**src/rtl/fft_pkg.sv**
```systemverilog
// fft_pkg: shared constants, bit-reverse helper and read-state
// type for the FFT output reorder path.
package fft_pkg;

  localparam int LOGN = 6;
  localparam int N    = 1 << LOGN;
  localparam int DW   = 16;

  typedef enum logic {
    R_IDLE,
    R_STREAM
  } rstate_t;

  function automatic logic [LOGN-1:0] bitrev(
    input logic [LOGN-1:0] a
  );
    logic [LOGN-1:0] r;
    r = '0;
    for (int i = 0; i < LOGN; i++) begin
      r[i] = a[LOGN-1-i];
    end
    return r;
  endfunction

endpackage

```
**src/rtl/fft_pingpong_ram.sv**
```systemverilog
// fft_pingpong_ram: two banks of N x {re,im}; one write port, one
// read port with enable and a registered output.
// Ports: clk, nrst, we/waddr/wdata, re/raddr, rdata.
module fft_pingpong_ram
  import fft_pkg::*;
(
  input  logic            clk,
  input  logic            nrst,
  input  logic            we,
  input  logic [LOGN:0]   waddr,
  input  logic [2*DW-1:0] wdata,
  input  logic            re,
  input  logic [LOGN:0]   raddr,
  output logic [2*DW-1:0] rdata
);

  // Storage array carries no reset; only the read register clears.
  logic [2*DW-1:0] mem [2*N];

  always_ff @(posedge clk) begin
    if (we) begin
      mem[waddr] <= wdata;
    end
  end

  always_ff @(posedge clk) begin
    if (!nrst) begin
      rdata <= '0;
    end else if (re) begin
      rdata <= mem[raddr];
    end
  end

endmodule

```
**src/rtl/fft_out_reorder.sv**
```systemverilog
// fft_out_reorder: ping-pong buffer taking bit-reversed FFT frames
// and streaming them out in natural order over ready/valid.
// Ports: clk, nrst, in_valid/in_sof/in_re/in_im -> in_ready, ovf;
// out_valid/out_re/out_im/out_idx/out_last <- out_ready.
module fft_out_reorder
  import fft_pkg::*;
(
  input  logic            clk,
  input  logic            nrst,
  input  logic            in_valid,
  input  logic            in_sof,
  input  logic [DW-1:0]   in_re,
  input  logic [DW-1:0]   in_im,
  output logic            in_ready,
  output logic            ovf,
  output logic            out_valid,
  input  logic            out_ready,
  output logic [DW-1:0]   out_re,
  output logic [DW-1:0]   out_im,
  output logic [LOGN-1:0] out_idx,
  output logic            out_last
);

  localparam logic [LOGN-1:0] LAST = LOGN'(N - 1);

  logic            wbank;
  logic            rbank;
  logic            rbank_nxt;
  logic [1:0]      full;
  logic [1:0]      full_nxt;
  logic [LOGN-1:0] wcnt;
  logic [LOGN-1:0] waddr;
  logic [LOGN-1:0] rcnt;
  logic [LOGN-1:0] rcnt_nxt;
  logic [LOGN-1:0] idx_nxt;
  logic            vld_nxt;
  rstate_t         state;
  rstate_t         state_nxt;
  logic            acc;
  logic            set;
  logic            clr;
  logic            ren;
  logic            adv;
  logic [2*DW-1:0] rdata;

  assign in_ready = ~full[wbank];
  assign acc      = in_valid & in_ready;
  // SOF restarts the frame at address 0, abandoning any partial one.
  assign waddr    = in_sof ? '0 : bitrev(wcnt);
  assign set      = acc & ~in_sof & (wcnt == LAST);

  always_ff @(posedge clk) begin
    if (!nrst) begin
      wcnt  <= '0;
      wbank <= 1'b0;
      ovf   <= 1'b0;
    end else begin
      ovf <= in_valid & ~in_ready;
      if (acc) begin
        if (in_sof) begin
          wcnt <= LOGN'(1);
        end else begin
          wcnt <= wcnt + LOGN'(1);
        end
        if (set) begin
          wbank <= ~wbank;
        end
      end
    end
  end

  // Set and clear always target different banks.
  always_comb begin
    full_nxt = full;
    if (set) begin
      full_nxt[wbank] = 1'b1;
    end
    if (clr) begin
      full_nxt[rbank] = 1'b0;
    end
  end

  assign adv = ~out_valid | out_ready;

  always_comb begin
    state_nxt = state;
    rcnt_nxt  = rcnt;
    rbank_nxt = rbank;
    vld_nxt   = out_valid;
    idx_nxt   = out_idx;
    ren       = 1'b0;
    clr       = 1'b0;
    unique case (state)
      R_IDLE: begin
        if (adv) begin
          vld_nxt = 1'b0;
        end
        if (full[rbank]) begin
          state_nxt = R_STREAM;
          rcnt_nxt  = '0;
        end
      end
      R_STREAM: begin
        if (adv) begin
          ren      = 1'b1;
          vld_nxt  = 1'b1;
          idx_nxt  = rcnt;
          rcnt_nxt = rcnt + LOGN'(1);
          if (rcnt == LAST) begin
            clr       = 1'b1;
            rbank_nxt = ~rbank;
            state_nxt = full[~rbank] ? R_STREAM : R_IDLE;
          end
        end
      end
      default: begin
        state_nxt = R_IDLE;
      end
    endcase
  end

  always_ff @(posedge clk) begin
    if (!nrst) begin
      state     <= R_IDLE;
      rcnt      <= '0;
      rbank     <= 1'b0;
      full      <= 2'b00;
      out_valid <= 1'b0;
      out_idx   <= '0;
    end else begin
      state     <= state_nxt;
      rcnt      <= rcnt_nxt;
      rbank     <= rbank_nxt;
      full      <= full_nxt;
      out_valid <= vld_nxt;
      out_idx   <= idx_nxt;
    end
  end

  assign out_re   = rdata[2*DW-1:DW];
  assign out_im   = rdata[DW-1:0];
  assign out_last = out_valid & (out_idx == LAST);

  fft_pingpong_ram u_ram (
    .clk   (clk),
    .nrst  (nrst),
    .we    (acc),
    .waddr ({wbank, waddr}),
    .wdata ({in_re, in_im}),
    .re    (ren),
    .raddr ({rbank, rcnt}),
    .rdata (rdata)
  );

endmodule

```
**config.mk**
```make
export PLATFORM = sky130hd
export DESIGN_NAME = fft_out_reorder
export DESIGN_NICKNAME = d
export VERILOG_FILES = /design/src/rtl/fft_pkg.sv /design/src/rtl/fft_pingpong_ram.sv /design/src/rtl/fft_out_reorder.sv
export SDC_FILE = /design/constraint.sdc
export NUM_CORES = 2
export LEC_CHECK = 0
export CAP_MARGIN = 20
export CORE_MARGIN = 5
export CORE_UTILIZATION = 31
export CTS_CLUSTER_SIZE = 30
export DETAILED_ROUTE_END_ITERATION = 7
export DONT_BUFFER_PORTS = 1
export GPL_ROUTABILITY_DRIVEN = 0
export GPL_TIMING_DRIVEN = 0
export PLACE_DENSITY = 0.54
export REMOVE_ABC_BUFFERS = 1
export SLEW_MARGIN = 10
export SYNTH_ARGS = -nofsm -noshare
export SYNTH_HDL_FRONTEND = slang
export SYNTH_SLANG_ARGS = --single-unit
```
**constraint.sdc**
```tcl
create_clock -name clk -period 3.94 [get_ports clk]
set_clock_uncertainty 0.1 [all_clocks]
set_input_delay 0.985 -clock clk [delete_from_list [all_inputs] [get_ports clk]]
set_output_delay 0.985 -clock clk [all_outputs]
set_load 0.03 [all_outputs]
```
### After elaboration in Yosys (flattened, before gate mapping)

Memories as Yosys holds them, arrays and structs flattened. A register that Yosys moved wholly into a read port is not among the register bits.
Index checks and enable logic that the tools add are counted.

* flip-flop bits (word level): 25
* memory bits (writable): 4096
* bits of input ports: 37
* output and inout port bits: 42
* word-level logic and storage cells: 78
* memories: 1

* add/subtract/negate cells: 2
* magnitude comparators: 5
* equality and inequality tests: 6
* muxes and demuxes: 32
* bitwise operators: 15
* reductions and logical operators: 8

Memory list
* u_ram.mem: words 128, bits a word 32, rd ports 1, clocked after Yosys merged registers in 1, wr ports 1, line fft_pingpong_ram.sv:18 `logic [2*DW-1:0] mem [2*N];`

Operators by type and width (number)
* $mux 6: 4
* $mux 1: 21
* $eq 6x6->1 const B: 3
* $add 6x1->6 const B: 2
* $pmux 6 s2: 1
* $reduce_and 2->1: 4
* $lt 1x2->1 const B: 3
* $not 1->1: 6
* $and 1x1->1: 5
* $mux 2: 2
* $ne 2x2->1 const B: 2
* $pmux 1 s2: 2
* $reduce_and 3->1: 1
* $and 2x2->2: 1
* $demux 1 s1: 2
* $ge 1x1->1 const B: 2
* $logic_and 1x1->1: 2
* $ne 2x1->1 const B: 1
* $not 2->2: 1
* $or 2x2->2: 1
* $logic_not 1->1: 1
* $or 1x1->1: 1

### Logic depth before layout (Yosys ltp)

* word-level depth: 9
* mapped depth: 13
* depth with buffers taken out: 6

### By module

From an unflattened synthesis, not the netlist that was laid out.

* cell total of the unflattened synthesis: 7120
* area total of the unflattened synthesis: 158827.3 um2

Modules (own cells, without submodules)
* fft_pingpong_ram: times used 1, cells an instance 6986, area each 157661.2 um2, sequential area each 123638.6 um2
* fft_out_reorder: times used 1, cells an instance 134, area each 1166.1 um2, sequential area each 500.5 um2

### Least setup slack after synthesis

No wires, ideal clock.

* kind: register -> register
* start point: register wbank
* end point: memory u_ram.mem[101][0] in the netlist's numbering (enable)
* library setup time: 421 ps
* data arrival time: 3606 ps
* required time: 3419 ps
* slack: -187 ps
* stages on the path, launching flop included: 7
* path buffers: 1
* clock period less this slack: 4127 ps
* path through: dfxtp_1 -> mux2i_1 -> nand2_1 -> nor2_1 -> nand4b_1 -> clkbuf_1 -> nor2_1

* longest elaborated chain between the ends: 6

Ends and longest elaborated chain
* start: declaration: line fft_out_reorder.sv:26 `logic wbank;`
* start signal: assignment: line fft_out_reorder.sv:66 `wbank <= ~wbank;`
* $mux 1 (not written as such) (2 in series): line fft_out_reorder.sv:46 `assign in_ready = ~full[wbank];`
* $not 1->1: line fft_out_reorder.sv:46
* via in_ready: line fft_out_reorder.sv:14 `output logic in_ready,`
* $and 1x1->1: line fft_out_reorder.sv:47 `assign acc = in_valid & in_ready;`
* $mux 1: line fft_pingpong_ram.sv:21 `if (we) begin`
* $mux 1 (not written as such): line fft_pingpong_ram.sv:22 `mem[waddr] <= wdata;`
* end: declaration: line fft_pingpong_ram.sv:18

The timed path passes the listed nets, and every way through them passes these cells. The select of a mux whose other input is x is not followed.

==> results.py <==
metrics = {
    "die": {
        "die_w_um": 730,
        "fp.dieH_um": 730,
        "die_area_mm2": 0.533,
        "fp.coreArea_mm2": 0.517,
        "io_pins": 79,
        "row_count": 264,
        "initial_core_util_pct": 31.1,
    },
    "setup_path": {
        "worst_ep_arrival_time_ns": 4.67,
        "required_ns": 4.65,
        "crit_type": "reg2reg",
        "slowest_delay_ns": 0.89,
        "crit_chain": "buf_16 > buf_16 > inv_8 > buf_16 > o221ai_1 > a21oi_1 > a22oi_1 > o2111ai_1 > a211oi_2",
        "critPathMaxFanout": 60,
        "cp_slowest_cell": "o2111ai_1",
        "end_kind": "flop",
        "critPathLaunchType": "flop",
        "crit_top_cell": "buf_16",
    },
    "placement": {
        "portBuffers": 0,
        "hpwl_mm": 291,
        "placed_area_mm2": 0.175,
        "place_inst": 14100,
    },
    "timing": {
        "fin_crit_ns": 3.96,
        "final-hold-violation-count": 0,
        "rsz0062_at_grt": "yes",
        "timing.final.ws_setup_ns": -0.0200,
        "worst_pin_slew_ns": 1.23,
        "setup_viol": 3,
        "slew_headroom_pct": 17.6,
        "drv_slew": 0,
        "period_share_pct": 101,
        "fmax_mhz": 253,
    },
    "cts": {
        "htree_levels": 5,
        "cts_tree": "done",
        "clock_sinks": 4153,
        "cts_made_buffers": 434,
        "clock_latency_ns": 0.99,
        "root_buffer": "clkbuf_16",
        "clk_pin_slew_ns": 0.06,
        "cts_max_path_buffers": 4,
    },
    "synth": {
        "synth_edf_count": 4096,
        "ys_types": 77,
        "synth_ff_type": "edfxtp_1",
        "syn_area_mm2": 0.161,
        "netlist_top_cells_area": "edfxtp_1 (77%), mux4_2 (9.5%), mux2i_1 (3.4%)",
        "synth_area_per_cell_um2": 22.2,
        "ys_seq_elements": 4153,
        "postSynthCellCount": 7240,
        "ys_warn_count": 0,
        "synthArstFlopShare_pct": 0,
        "synth_most_common_cell": "edfxtp_1",
        "synth_area_leader_cell": "edfxtp_1",
        "synth-seq-area-share_pct": 77.2,
        "synth_top_area_share_pct": 76.5,
        "netlist_top_cells_count": "edfxtp_1 (4096), mux4_2 (680), mux2i_1 (544)",
    },
    "finish": {
        "fin_cells": 15100,
        "syn2layout_area_growth_pct": 19.2,
        "final_util_pct": 37.1,
        "final_nets": 7795,
        "final_area_mm2": 0.192,
        "drive_above_1_share_pct": 25.2,
        "fillers": 46200,
    },
    "drt": {
        "first_iter_violations": 9920,
        "routed_wl_mm": 494,
        "ant_nets": 0,
        "drt-vias-per-instance": 5.39,
        "vias": 81300,
        "drtPass1Iterations": 6,
        "wire_per_inst_um": 32.7,
        "remaining_drc_errors": 0,
    },
    "pwr": {
        "p_leak_nw": 56.8,
        "powerDensity_mw_per_mm2": 466,
        "ir_worst_vdd_mv": 0.422,
    },
    "flow_run": {
        "drv_cap": 0,
    },
    "worst_hold_path": {
        "hp-class": "in2reg",
    },
    "global_routing": {
        "grt_first_pass_wirelength_mm": 671,
        "grt_max_degree": 129,
        "grt.total_usage_pct": 18.0,
        "grt_overflow": 0,
        "first_global_vias": 80900,
        "antenna_found_initial": 40,
    },
    "run_status": {
        "status": "complete, but fails checks",
        "violations": "setup timing",
    },
}
[power by group]
part	internal [mW]	total [mW]	leakage (nW)	switching, mW
combinational	0.0987	0.335	12.7	0.237
sequential	48.5	48.6	37.3	0.0114
clock	23.3	40.5	6.85	17.2
[cell usage in the layout, fill, tap and decap left out, drive strengths merged, types with 37 or more instances in the layout]
cell / synthesis / final
mux2i: 544 / 544
buf: 255 / 470
o221ai: 124 / 124
a221oi: 144 / 144
a211oi: 42 / 42
clkbuf: 168 / 536
o21ai: 162 / 162
o22ai: 37 / 37
mux4: 849 / 849
edfxtp: 4096 / 4096
a22oi: 45 / 45
dfxtp: 57 / 57
a21oi: 178 / 178
bufinv: 0 / 40
diode: 0 / 54
nand2: 83 / 83
nor2: 200 / 200
clkinv: 1 / 200
[sequential cells by signal, summed over array words and instances (netlist names), 2 cells and up]
name         flops
u_ram.mem     4096
rcnt             6
wcnt             6
full             2
u_ram.rdata     32
out_idx          6
[logic make-up after synthesis]
kind of cell,share of synthesized area [%]
multiplexers,15.8
buffers and inverters,2.21
AND/OR/NAND/NOR,1.12
XOR/XNOR,0.0327
flip-flops,77.2
adder cells (fa/ha/maj),0.0156
AO/OA/AOI/OAI,3.56
[area by class of cell]
cell class                      count  area, µm²  area share [%]
Sequential cell                  4153     124000            64.8
Multi-Input combinational cell   2649      34600            18.0
Clock buffer                      532      11400            5.96
Tap cell                         6916       8650            4.52
Antenna cell                       54        135          0.0705
Inverter                            9       67.6          0.0353
Clock inverter                    276       2600            1.36
Timing Repair inverter              1       8.76         0.00457
Timing Repair Buffer              508       9940            5.19
[worst paths after layout]
path	to	slack, ns	depth (start not counted)	from
worst max register to register	u_ram.rdata[12]$_SDFFE_PN0N_	-0.02	9	rcnt[4]$_SDFFE_PN0P_
worst min register to register	full[0]$_SDFF_PN0_	0.51	2	full[0]$_SDFF_PN0_
worst min-delay path	u_ram.mem[34][12]$_DFFE_PP_	0.06	0	in_im[12]
worst max-delay path	u_ram.rdata[12]$_SDFFE_PN0N_	-0.02	9	rcnt[4]$_SDFFE_PN0P_
[critical path, delay by kind of cell (launching register included)]
family / cells / cell delay [ns]
compound gates: 5 / 1.56
buf+inv: 4 / 1.50
flops: 1 / 0.48
[repair_timing]
| item | CTS | global route |
|---|---|---|
| endpoints found under the hold margin | 207 | 0 |
| pin swaps | 33 | 5 |
| gates resized for setup | 63 | 6 |
| setup buffers | 70 | 21 |
| hold buffers | 22 | 0 |
| gates cloned | 15 | 4 |
| setup endpoints to repair | 1754 | 390 |
[per-stage QoR]
step                      power (mW)  setup TNS [ns]  setup WS, ns  hold slack, ns
after floorplan                 49.6        -3192.82        -47.73           0.416
after global placement          49.7               -       -163.67           0.480
after detailed placement        49.7         -300.55         -1.24           0.493
after CTS                       90.0         -0.0610       -0.0610        0.000770
after global routing            91.8         -0.0272       -0.0206        0.000417
final                           89.3         -0.0397       -0.0200          0.0552
[routing by layer]
layer  GRT usage (%)  routed length [µm]  up-vias
met4            7.14               22600       10
met3            3.86               41800      901
met2            29.7              238000     3969
li1                -                   -    32200
met1            23.1              191000    44200
met5               0                  63        -
No activity file was read; power rests on OpenSTA's default activity.
